## src/rtl/lcs_frame_requester_if.sv

```systemverilog
// lcs_frame_requester_if: LCS req/ack byte-read link between frame requester and responder
// Signals: req (read request), addrLCS (9-bit byte address), ack (responder acknowledge,
// asynchronous to the requester clock), dataTx (8-bit responder data)
// Modports: master = requester side, slave = responder side
interface lcs_frame_requester_if;
    logic       req;
    logic       ack;
    logic [8:0] addrLCS;
    logic [7:0] dataTx;
    modport master (output req, addrLCS, input ack, dataTx);
    modport slave  (input req, addrLCS, output ack, dataTx);
endinterface

```

## src/rtl/lcs_frame_requester.sv

```systemverilog
// lcs_frame_requester: sweeps addrLCS 0..FRAME_LEN-1 over the LCS req/ack link and writes each byte to a frame buffer
// Optional feature macro: LCS_REQ_TIMEOUT_EN (ack timeout writes FILL, sets sticky timeout_err, sweep continues)
// Ports:
//   clk, rst          clock, asynchronous active-high reset
//   start             one-cycle pulse, begins a frame when idle
//   lcs (master)      req/addrLCS out, ack/dataTx in
//   wr_en/addr/data   one-cycle buffer write of the sampled byte
//   busy              high from accepted start until DONE exits
//   done              one-cycle pulse after the last write
//   timeout_err       sticky ack-timeout flag (0 without the macro)
module lcs_frame_requester #(
    parameter int         FRAME_LEN = 192,
    parameter int         SETTLE    = 4,
`ifdef LCS_REQ_TIMEOUT_EN
    parameter int         GAP       = 64,
    parameter int         TIMEOUT   = 1023,
    parameter logic [7:0] FILL      = 8'hFF
`else
    parameter int         GAP       = 64
`endif
) (
    input  logic                         clk,
    input  logic                         rst,
    input  logic                         start,
    lcs_frame_requester_if.master        lcs,
    output logic                         wr_en,
    output logic [8:0]                   wr_addr,
    output logic [7:0]                   wr_data,
    output logic                         busy,
    output logic                         done,
    output logic                         timeout_err
);
    localparam int SW = $clog2(SETTLE + 1);
    localparam int GW = $clog2(GAP + 1);
    typedef enum logic [2:0] {S_IDLE, S_REQ, S_ACKWAIT, S_SETTLE, S_SAMPLE, S_GAP, S_DONE} state_t;
    state_t        state, nxt;
    logic [1:0]    ackSync;
    logic          ackPrev, ackRise, ackTimeout;
    logic          reqR;
    logic [8:0]    addrR;
    logic [SW-1:0] settleCnt;
    logic [GW-1:0] gapCnt;
    logic          settleDone, gapDone, lastAddr;
    logic [7:0]    sampleData;
    assign lcs.req     = reqR;
    assign lcs.addrLCS = addrR;
    // ack is only accepted as a fresh rise of the synchronized level
    assign ackRise    = ackSync[1] & ~ackPrev;
    assign settleDone = settleCnt == SW'(SETTLE - 1);
    assign gapDone    = gapCnt == GW'(GAP - 1);
    assign lastAddr   = addrR == 9'(FRAME_LEN - 1);
`ifdef LCS_REQ_TIMEOUT_EN
    localparam int TW = $clog2(TIMEOUT + 1);
    logic [TW-1:0] toCnt;
    logic          toFlag, timeoutErr;
    assign ackTimeout  = toCnt == TW'(TIMEOUT - 1);
    assign sampleData  = toFlag ? FILL : lcs.dataTx;
    assign timeout_err = timeoutErr;
    always_ff @(posedge clk or posedge rst) begin
        if (rst) begin
            toCnt      <= '0;
            toFlag     <= 1'b0;
            timeoutErr <= 1'b0;
        end else begin
            if (state == S_IDLE && start) timeoutErr <= 1'b0;
            if (state == S_REQ) begin
                toCnt  <= '0;
                toFlag <= 1'b0;
            end
            if (state == S_ACKWAIT && !ackRise) begin
                toCnt <= toCnt + 1'b1;
                if (ackTimeout) begin
                    toFlag     <= 1'b1;
                    timeoutErr <= 1'b1;
                end
            end
        end
    end
`else
    assign ackTimeout  = 1'b0;
    assign sampleData  = lcs.dataTx;
    assign timeout_err = 1'b0;
`endif
    always_ff @(posedge clk or posedge rst) begin
        if (rst) state <= S_IDLE;
        else     state <= nxt;
    end
    always_comb begin
        nxt = state;
        case (state)
            S_IDLE:    nxt = start ? S_REQ : S_IDLE;
            S_REQ:     nxt = S_ACKWAIT;
            S_ACKWAIT: nxt = ackRise ? S_SETTLE : ackTimeout ? S_SAMPLE : S_ACKWAIT;
            S_SETTLE:  nxt = settleDone ? S_SAMPLE : S_SETTLE;
            S_SAMPLE:  nxt = S_GAP;
            S_GAP:     nxt = gapDone ? (lastAddr ? S_DONE : S_REQ) : S_GAP;
            S_DONE:    nxt = S_IDLE;
            default:   nxt = S_IDLE;
        endcase
    end
    always_comb begin
        busy = state != S_IDLE;
        done = state == S_DONE;
    end
    always_ff @(posedge clk or posedge rst) begin
        if (rst) begin
            ackSync   <= '0;
            ackPrev   <= 1'b0;
            reqR      <= 1'b0;
            addrR     <= '0;
            wr_en     <= 1'b0;
            wr_addr   <= '0;
            wr_data   <= '0;
            settleCnt <= '0;
            gapCnt    <= '0;
        end else begin
            ackSync <= {ackSync[0], lcs.ack};
            ackPrev <= ackSync[1];
            wr_en   <= state == S_SAMPLE;
            case (state)
                S_IDLE: if (start) addrR <= '0;
                S_REQ: begin
                    reqR      <= 1'b1;
                    settleCnt <= '0;
                    gapCnt    <= '0;
                end
                S_SETTLE: settleCnt <= settleCnt + 1'b1;
                S_SAMPLE: begin
                    reqR    <= 1'b0;
                    wr_addr <= addrR;
                    wr_data <= sampleData;
                end
                S_GAP: begin
                    gapCnt <= gapCnt + 1'b1;
                    if (gapDone && !lastAddr) addrR <= addrR + 9'd1;
                end
                default: ;
            endcase
        end
    end
endmodule

```

## src/flat_wrapper.sv

```systemverilog
// flat-port wrapper written by rule: the top's interface ports become plain ports
module lcs_frame_requester_flat 
#(
    parameter int         FRAME_LEN = 192,
    parameter int         SETTLE    = 4,

    parameter int         GAP       = 64

)
  (clk, rst, start, wr_en, wr_addr, wr_data, busy, done, timeout_err, lcs_req, lcs_addrLCS, lcs_ack, lcs_dataTx);
  lcs_frame_requester_if lcs_i ();
  input  logic clk;
  input  logic rst;
  input  logic start;
  output logic wr_en;
  output logic [8:0] wr_addr;
  output logic [7:0] wr_data;
  output logic busy;
  output logic done;
  output logic timeout_err;
  output wire logic [$bits(lcs_i.req)-1:0] lcs_req;
  output wire logic [$bits(lcs_i.addrLCS)-1:0] lcs_addrLCS;
  input wire logic [$bits(lcs_i.ack)-1:0] lcs_ack;
  input wire logic [$bits(lcs_i.dataTx)-1:0] lcs_dataTx;
  assign lcs_req = lcs_i.req;
  assign lcs_addrLCS = lcs_i.addrLCS;
  assign lcs_i.ack = lcs_ack;
  assign lcs_i.dataTx = lcs_dataTx;
  lcs_frame_requester #(.FRAME_LEN(FRAME_LEN), .SETTLE(SETTLE), .GAP(GAP)) u_core (.clk(clk), .rst(rst), .start(start), .lcs(lcs_i), .wr_en(wr_en), .wr_addr(wr_addr), .wr_data(wr_data), .busy(busy), .done(done), .timeout_err(timeout_err));
endmodule
```

## config.mk

```make
export PLATFORM = sky130hd
export DESIGN_NAME = lcs_frame_requester_flat
export DESIGN_NICKNAME = d
export VERILOG_FILES = /design/src/rtl/lcs_frame_requester_if.sv /design/src/rtl/lcs_frame_requester.sv /design/src/flat_wrapper.sv
export SDC_FILE = /design/constraint.sdc
export NUM_CORES = 1
export LEC_CHECK = 0
export ABC_CLOCK_PERIOD_IN_PS = 3700
export CORE_MARGIN = 1.5
export CORE_UTILIZATION = 40
export DETAILED_ROUTE_END_ITERATION = 8
export PLACE_DENSITY = 0.75
export SYNTH_ARGS = -nofsm -noshare
export SYNTH_HDL_FRONTEND = slang
export SYNTH_SLANG_ARGS = --single-unit
```

## constraint.sdc

```tcl
create_clock -name clk -period 3.7 [get_ports clk]
set_input_delay 1.11 -clock clk [delete_from_list [all_inputs] [get_ports clk]]
set_output_delay 1.11 -clock clk [all_outputs]
set_load 0.03 [all_outputs]
```

# After elaboration in Yosys (flattened, before gate mapping)
# Cells that the tools add are included.
[word_totals]
ff_bits = 44
inputBits = 12
word_cells = 47
[op_classes]
addsub = 3
n_eq_ne = 11
mux = 12
bitwise_logic = 2
reduce_logical = 9
[ops]
columns = ["cell", "count"]
rows = [
  ["9-bit 2-to-1 mux", 2],
  ["3-bit case mux with 6 select lines", 1],
  ["9-bit case mux with 2 select lines", 1],
  ["7-bit case mux with 2 select lines", 1],
  ["9-bit by 1-bit adder with 9-bit output, second input constant", 1],
  ["3-bit by 2-bit == test with 1-bit output, second input constant", 3],
  ["3-bit == test, second input constant", 3],
  ["9-bit by 8-bit == test with 1-bit output, second input constant", 1],
  ["3-bit 2-to-1 mux", 3],
  ["2-bit nonzero test", 4],
  ["7-bit by 1-bit adder with 7-bit output, second input constant", 1],
  ["7-bit by 6-bit == test with 1-bit output, second input constant", 1],
  ["3-bit case mux with 2 select lines", 1],
  ["3-bit by 1-bit adder with 3-bit output, second input constant", 1],
  ["3-bit by 1-bit == test with 1-bit output, second input constant", 1],
  ["3-bit logical NOT", 1],
  ["3-bit AND reduction", 1],
  ["3-bit nonzero test", 1],
  ["1-bit 2-to-1 mux", 2],
  ["2-bit by 1-bit != test with 1-bit output, second input constant", 1],
  ["2-bit != test, second input constant", 1],
  ["1-bit case mux with 2 select lines", 1],
  ["1-bit AND", 1],
  ["1-bit logical AND", 1],
  ["other kinds (2)", 2],
]

# Logic depth before layout (Yosys ltp)
# Gate-level depths: netlist of run 1.
[depth]
depth_word = 5
ltp_mapped = 6
mapped_depth_nobuf = 6

# Worst setup path after synthesis of run 1
# OpenSTA, ideal clock, no wires.
[synth_timing]
path_kind = "register to output"
from = "register u_core.state[1]"
to = "output done"
arrival_ns = 1.471
required_time_ns = 2.590
path_slack_ns = 1.119
path_stages_with_launch = 3
n_path_buf = 1
path_cell_list = "dfrtp_1 -> clkbuf_1 -> nor3b_1"
[synth_via]
elab_chain_cells = 1
[synth_rtl]
columns = ["element", "line", "text"]
rows = [
  ["from (decl)", "lcs_frame_requester.sv:36", "state_t state, nxt;"],
  ["from (signal assigned)", "lcs_frame_requester.sv:86", "else state <= nxt;"],
  ["3-bit == test", "lcs_frame_requester.sv:103", "done = state == S_DONE;"],
  ["to (decl)", "flat_wrapper.sv:19", "output logic done;"],
]
# Every way passes these cells.

# Worst setup path after layout of run 1
[layout_timing]
from = "register u_core.state[1]"
to = "output busy"
[layout_via]
elab_chain_cells = 1
[layout_rtl]
columns = ["element", "line", "text"]
rows = [
  ["3-bit nonzero test", "lcs_frame_requester.sv:102", "busy = state != S_IDLE;"],
  ["to (decl)", "flat_wrapper.sv:18", "output logic busy;"],
]
# Every way passes these cells.

==> results.md, run 1 <==
- The flow ran to the end, and the final reports show no timing, DRC or antenna violations.
- Setup violations remaining at the end of the flow were counted as 0.
- The number of buffers inserted during clock tree synthesis is 5.
- Entering global routing, the biggest net connects 45 pins.
- Of the cells placed in the final design, the portion with a size suffix greater than 1 is 0.150.
- The source-to-sink clock delay at the later pin of the worst-skew pair is 290 ps.
- The average instance area after synthesis is 11.4 sq um.
- The all-layer global routing usage is 0.145.
- The H-tree was split into 2 levels.
- The final cell utilization of the core is 0.520.
- The element type at the critical path start is a register.
- Buffers placed on the I/O ports in this run total 41.
- The number of different library cells in the post-synthesis netlist is 41.
- The total core area is 5070 sq um.
- The maximum ir drop on the vdd rail is 336 uV.
- The routed design has 3860 um of wire.
- The hold path endpoint is u_core.ackSync[1]$_DFF_PP0_.
- The uppermost layer routed is met4.
- The cell depth of the worst hold path is 0.
- The clock edge transition at the registers on the reported setup and hold paths is 80 ps.
- The worst path required time is 2590 ps.
- The measured slew at the worst slew-check pin is 858 ps.
- The total via count after detailed routing is 1504.
- The die outline height is 75.3 um.
- The number of design-rule violations left by the first detailed-router iteration is 73.
- In the detailed route, the total length drawn on met2 is 1890 um.
- The total I/O pin count is 43.
- The tool flagged a number of max-cap violations equal to 0.
- The leading register cell type out of synthesis is sky130_fd_sc_hd__dfrtp_1.
- The routed length per placed instance is 13.0 um.
- The first global-routing pass estimated 6200 um of wire.
- The final routed DRC violation total is 0.
- The setup TNS is 0 ps.
- The number of global-route vias before repair is 1316.
- The warning count from the yosys run is 0.
- Walking the worst path, the cells encountered are nor3_1, inv_1, clkdlybuf4s50_1.
- For this run, the top clock speed supported by timing is 314 MHz.
- Setup repair after global routing left no endpoint under its margin.
- The leakage power total is 0.00116 uW.
- The worst hold path begins at u_core.ackSync[0]$_DFF_PP0_.
- The initial utilization of the core area, before any placement, comes to 0.412.
- The minimum period implied by the final worst setup slack is 3190 ps.
- The row count is 26.
- The async set or reset register ratio after synthesis is 1.00.
- The launch instance of the worst register-to-register path is u_core.state[2]$_DFF_PP0_.
- The critical path is of the register to output pin type.
- The number of clock sinks seen by CTS is 44.
- Summed over all layers, the global routing overflow is 0.
- The number of synthesized register bits is 44.
- Sorting the synthesized cells by area gives the leading types as sky130_fd_sc_hd__dfrtp_1 (53%), sky130_fd_sc_hd__mux2_2 (9.2%), sky130_fd_sc_hd__o21ai_0 (3.8%).
- The sum of met3 wire segment lengths after detailed routing is 175 um.
- The share of synthesized area in the top cell type comes to 0.527.
- Counting both buffers and inverters, the worst setup path holds a total of 2.
- The layout overhead on the synthesized area is 26.2%.
- The number of iterations in the first detailed-routing pass is 4.
- Broken down by cell family, the worst path's largest delay share belongs to buffers and inverters.
- In this run the worst path has a maximum fanout of 14.
- The max-slew violation count is 0.
- The library cell used most frequently in the layout, excluding fill and tap cells, is sky130_fd_sc_hd__dfrtp_1.
- At the end of routability-driven placement, the weighted congestion stood at 0.836.
- At the end of the flow, the number of nets in the layout was 241.
- Of all cell types, the one taking the most synthesized area is sky130_fd_sc_hd__dfrtp_1.
- The number of antenna-violating nets in the routed design is 0.
- The met1 layer wirelength in the final routing is 1750 um.
- The x dimension of the die is 75.3 um.
- The critical path's slowest cell is sky130_fd_sc_hd__clkdlybuf4s50_1.
- Measured against its own limit, the worst slew margin works out to 0.426.
- The tree is rooted in a sky130_fd_sc_hd__clkbuf_8.
- The final worst-path cycle share is 0.861.
- The data arrival time of the critical path is 2080 ps.
- The sequential element share of the synthesized area is 0.527.
- The number of hold buffers added after CTS is 0.
- The depth of the worst register-to-register path is 3.
- In this run the cell area of the synthesized design comes to 2090 sq um.
- The number of flops mapped to enable cells by yosys is 0.
- Once the clock tree was built, the resizer swapped 0 gates to a different size.
- Clock skew on the completed layout was measured at 6.89 ps.
- In the routed layout, each cell is associated on average with a via count of 5.08.
- The die covers 5670 sq um.
- Counting every net in the synthesized netlist gives 200.
- The number of antenna diodes in the final layout is 0.
- Leaving out fill and tap cells, the most frequent cells in the layout are sky130_fd_sc_hd__dfrtp_1 (44), sky130_fd_sc_hd__clkdlybuf4s50_1 (41), sky130_fd_sc_hd__nand2_1 (20).
- The clock passes through at most 2 buffers.
- The reg-to-reg endpoint is u_core.wr_addr[8]$_DFFE_PP0P_.
- The worst register-to-register path has a setup slack of 1710 ps.
- The worst hold-check path type is register to register.
- The endpoint class of the critical path is an output pin.
- The post-CTS setup buffer count is 0.
- For this run, the slowest stage of the critical path takes 610 ps.
- Fill cells in the final layout number 468.
- The clock tree from TritonCTS is done.
- The number of antenna violations at the first check in global routing was 0.
- The count of mapped cells out of synthesis is 184.
- In this run the power density over the cells is 606 nW/um^2.
- The final-report hold violation count is 0.
- After legalization and detailed placement, the total HPWL measured 2690 um.
-- registers in the layout, summed over array words and instances (netlist names) --
signal,cells
u_core.wr_addr,9
u_core.ackPrev,1
u_core.lcs.addrLCS,9
u_core.gapCnt,7
u_core.lcs.req,1
u_core.settleCnt,3
u_core.wr_data,8
u_core.state,3
u_core.wr_en,1
u_core.ackSync,2
-- cell type report --
cell class,count,area [sq um],area share
clock buffers,7,86.3,0.0327
clock inverters,1,7.51,0.00284
inverters,5,18.8,0.00711
multi-input cells,127,920,0.349
flip-flops and latches,44,1100,0.417
well taps,70,87.6,0.0332
repair buffers,42,418,0.158
-- synth_stat cells (2+ instances only) --
cell type                   number
sky130_fd_sc_hd__dfrtp_1        44
sky130_fd_sc_hd__nand2_1        20
sky130_fd_sc_hd__mux2_2         17
sky130_fd_sc_hd__o21ai_0        16
sky130_fd_sc_hd__nor2_1          9
sky130_fd_sc_hd__a31oi_1         5
sky130_fd_sc_hd__inv_1           5
sky130_fd_sc_hd__nor3_1          5
sky130_fd_sc_hd__o2bb2ai_1       5
sky130_fd_sc_hd__ha_1            4
sky130_fd_sc_hd__and2_1          3
sky130_fd_sc_hd__buf_4           3
sky130_fd_sc_hd__mux2i_1         3
sky130_fd_sc_hd__nand2b_1        3
sky130_fd_sc_hd__nand3_1         3
sky130_fd_sc_hd__nor2b_1         3
sky130_fd_sc_hd__o21a_1          3
sky130_fd_sc_hd__a21o_1          2
sky130_fd_sc_hd__a21oi_1         2
sky130_fd_sc_hd__and3_1          2
sky130_fd_sc_hd__buf_2           2
sky130_fd_sc_hd__clkbuf_1        2
sky130_fd_sc_hd__nand3_2         2
sky130_fd_sc_hd__nand4_1         2
sky130_fd_sc_hd__nor3_4          2
sky130_fd_sc_hd__o2111a_1        2
-- worst reg2reg max path, cell delays in order, from the launching register on --
cell,delay [ps]
sky130_fd_sc_hd__dfrtp_1,490
sky130_fd_sc_hd__inv_1,250
sky130_fd_sc_hd__nor3_4,710
sky130_fd_sc_hd__mux2_2,430
-- per-layer routing --
layer	up-vias	track usage
met2	40	0.219
met3	4	0.0437
met5	-	0
met4	0	0.0496
met1	719	0.200
li1	741	-
-- how the worst max path moves through the flow --
stage / from / to / slack (ps) / cells past startpoint
2_1_floorplan: u_core.state[1]$_DFF_PP0_ / done / 1120 / 2
3_3_place_gp: u_core.state[1]$_DFF_PP0_ / busy / 870 / 3
3_5_place_dp: u_core.state[1]$_DFF_PP0_ / busy / 800 / 3
4_1_cts: u_core.state[1]$_DFF_PP0_ / busy / 480 / 3
5_1_grt: u_core.state[1]$_DFF_PP0_ / busy / 400 / 3
6_report: u_core.state[1]$_DFF_PP0_ / busy / 510 / 3
-- kinds of logic (layout without fill, tap and decap cells) --
group | after synthesis | in the layout | share of synthesized area
and+or+nand+nor | 58 | 58 | 0.151
buffers and inverters | 13 | 55 | 0.0335
other | 1 | 1 | 0.00179
adders and majority gates | 4 | 4 | 0.0239
DFF | 44 | 44 | 0.527
muxes | 20 | 20 | 0.106
AOI/OAI and AO/OA | 43 | 43 | 0.153
xor gates and xnor gates | 1 | 1 | 0.00419
-- where the power goes --
group          internal (uW)  switching [uW]  total [uW]
clock network            152             156         308
logic                    271             316         587
registers                585             118         703
-- metrics by stage --
| step | cells | hold slack, ps | cell area [sq um] | total power [uW] | setup slack [ps] |
|---|---|---|---|---|---|
| after floorplan | 184 | 331 | 2090 | 1090 | 1120 |
| after global placement | 288 | 336 | 2540 | 1290 | 871 |
| after detailed placement | 288 | 344 | 2540 | 1310 | 801 |
| after CTS | 296 | 364 | 2640 | 1620 | 480 |
| after global routing | 296 | 377 | 2640 | 1700 | 405 |
| final | 296 | 357 | 2640 | 1600 | 513 |
No activity file was read; power rests on OpenSTA's default activity.
==> run 2: changes to the inputs <==
--- a/config.mk
+++ b/config.mk
@@ -8,6 +8,7 @@
 export ABC_CLOCK_PERIOD_IN_PS = 3700
 export CORE_MARGIN = 1.5
 export CORE_UTILIZATION = 40
+export CTS_CLUSTER_DIAMETER = 150
 export DETAILED_ROUTE_END_ITERATION = 8
 export PLACE_DENSITY = 0.75
 export SYNTH_ARGS = -nofsm -noshare
==> results of run 2 <==
Same layout as run 1: the final DEF is identical, and so are final timing and power.
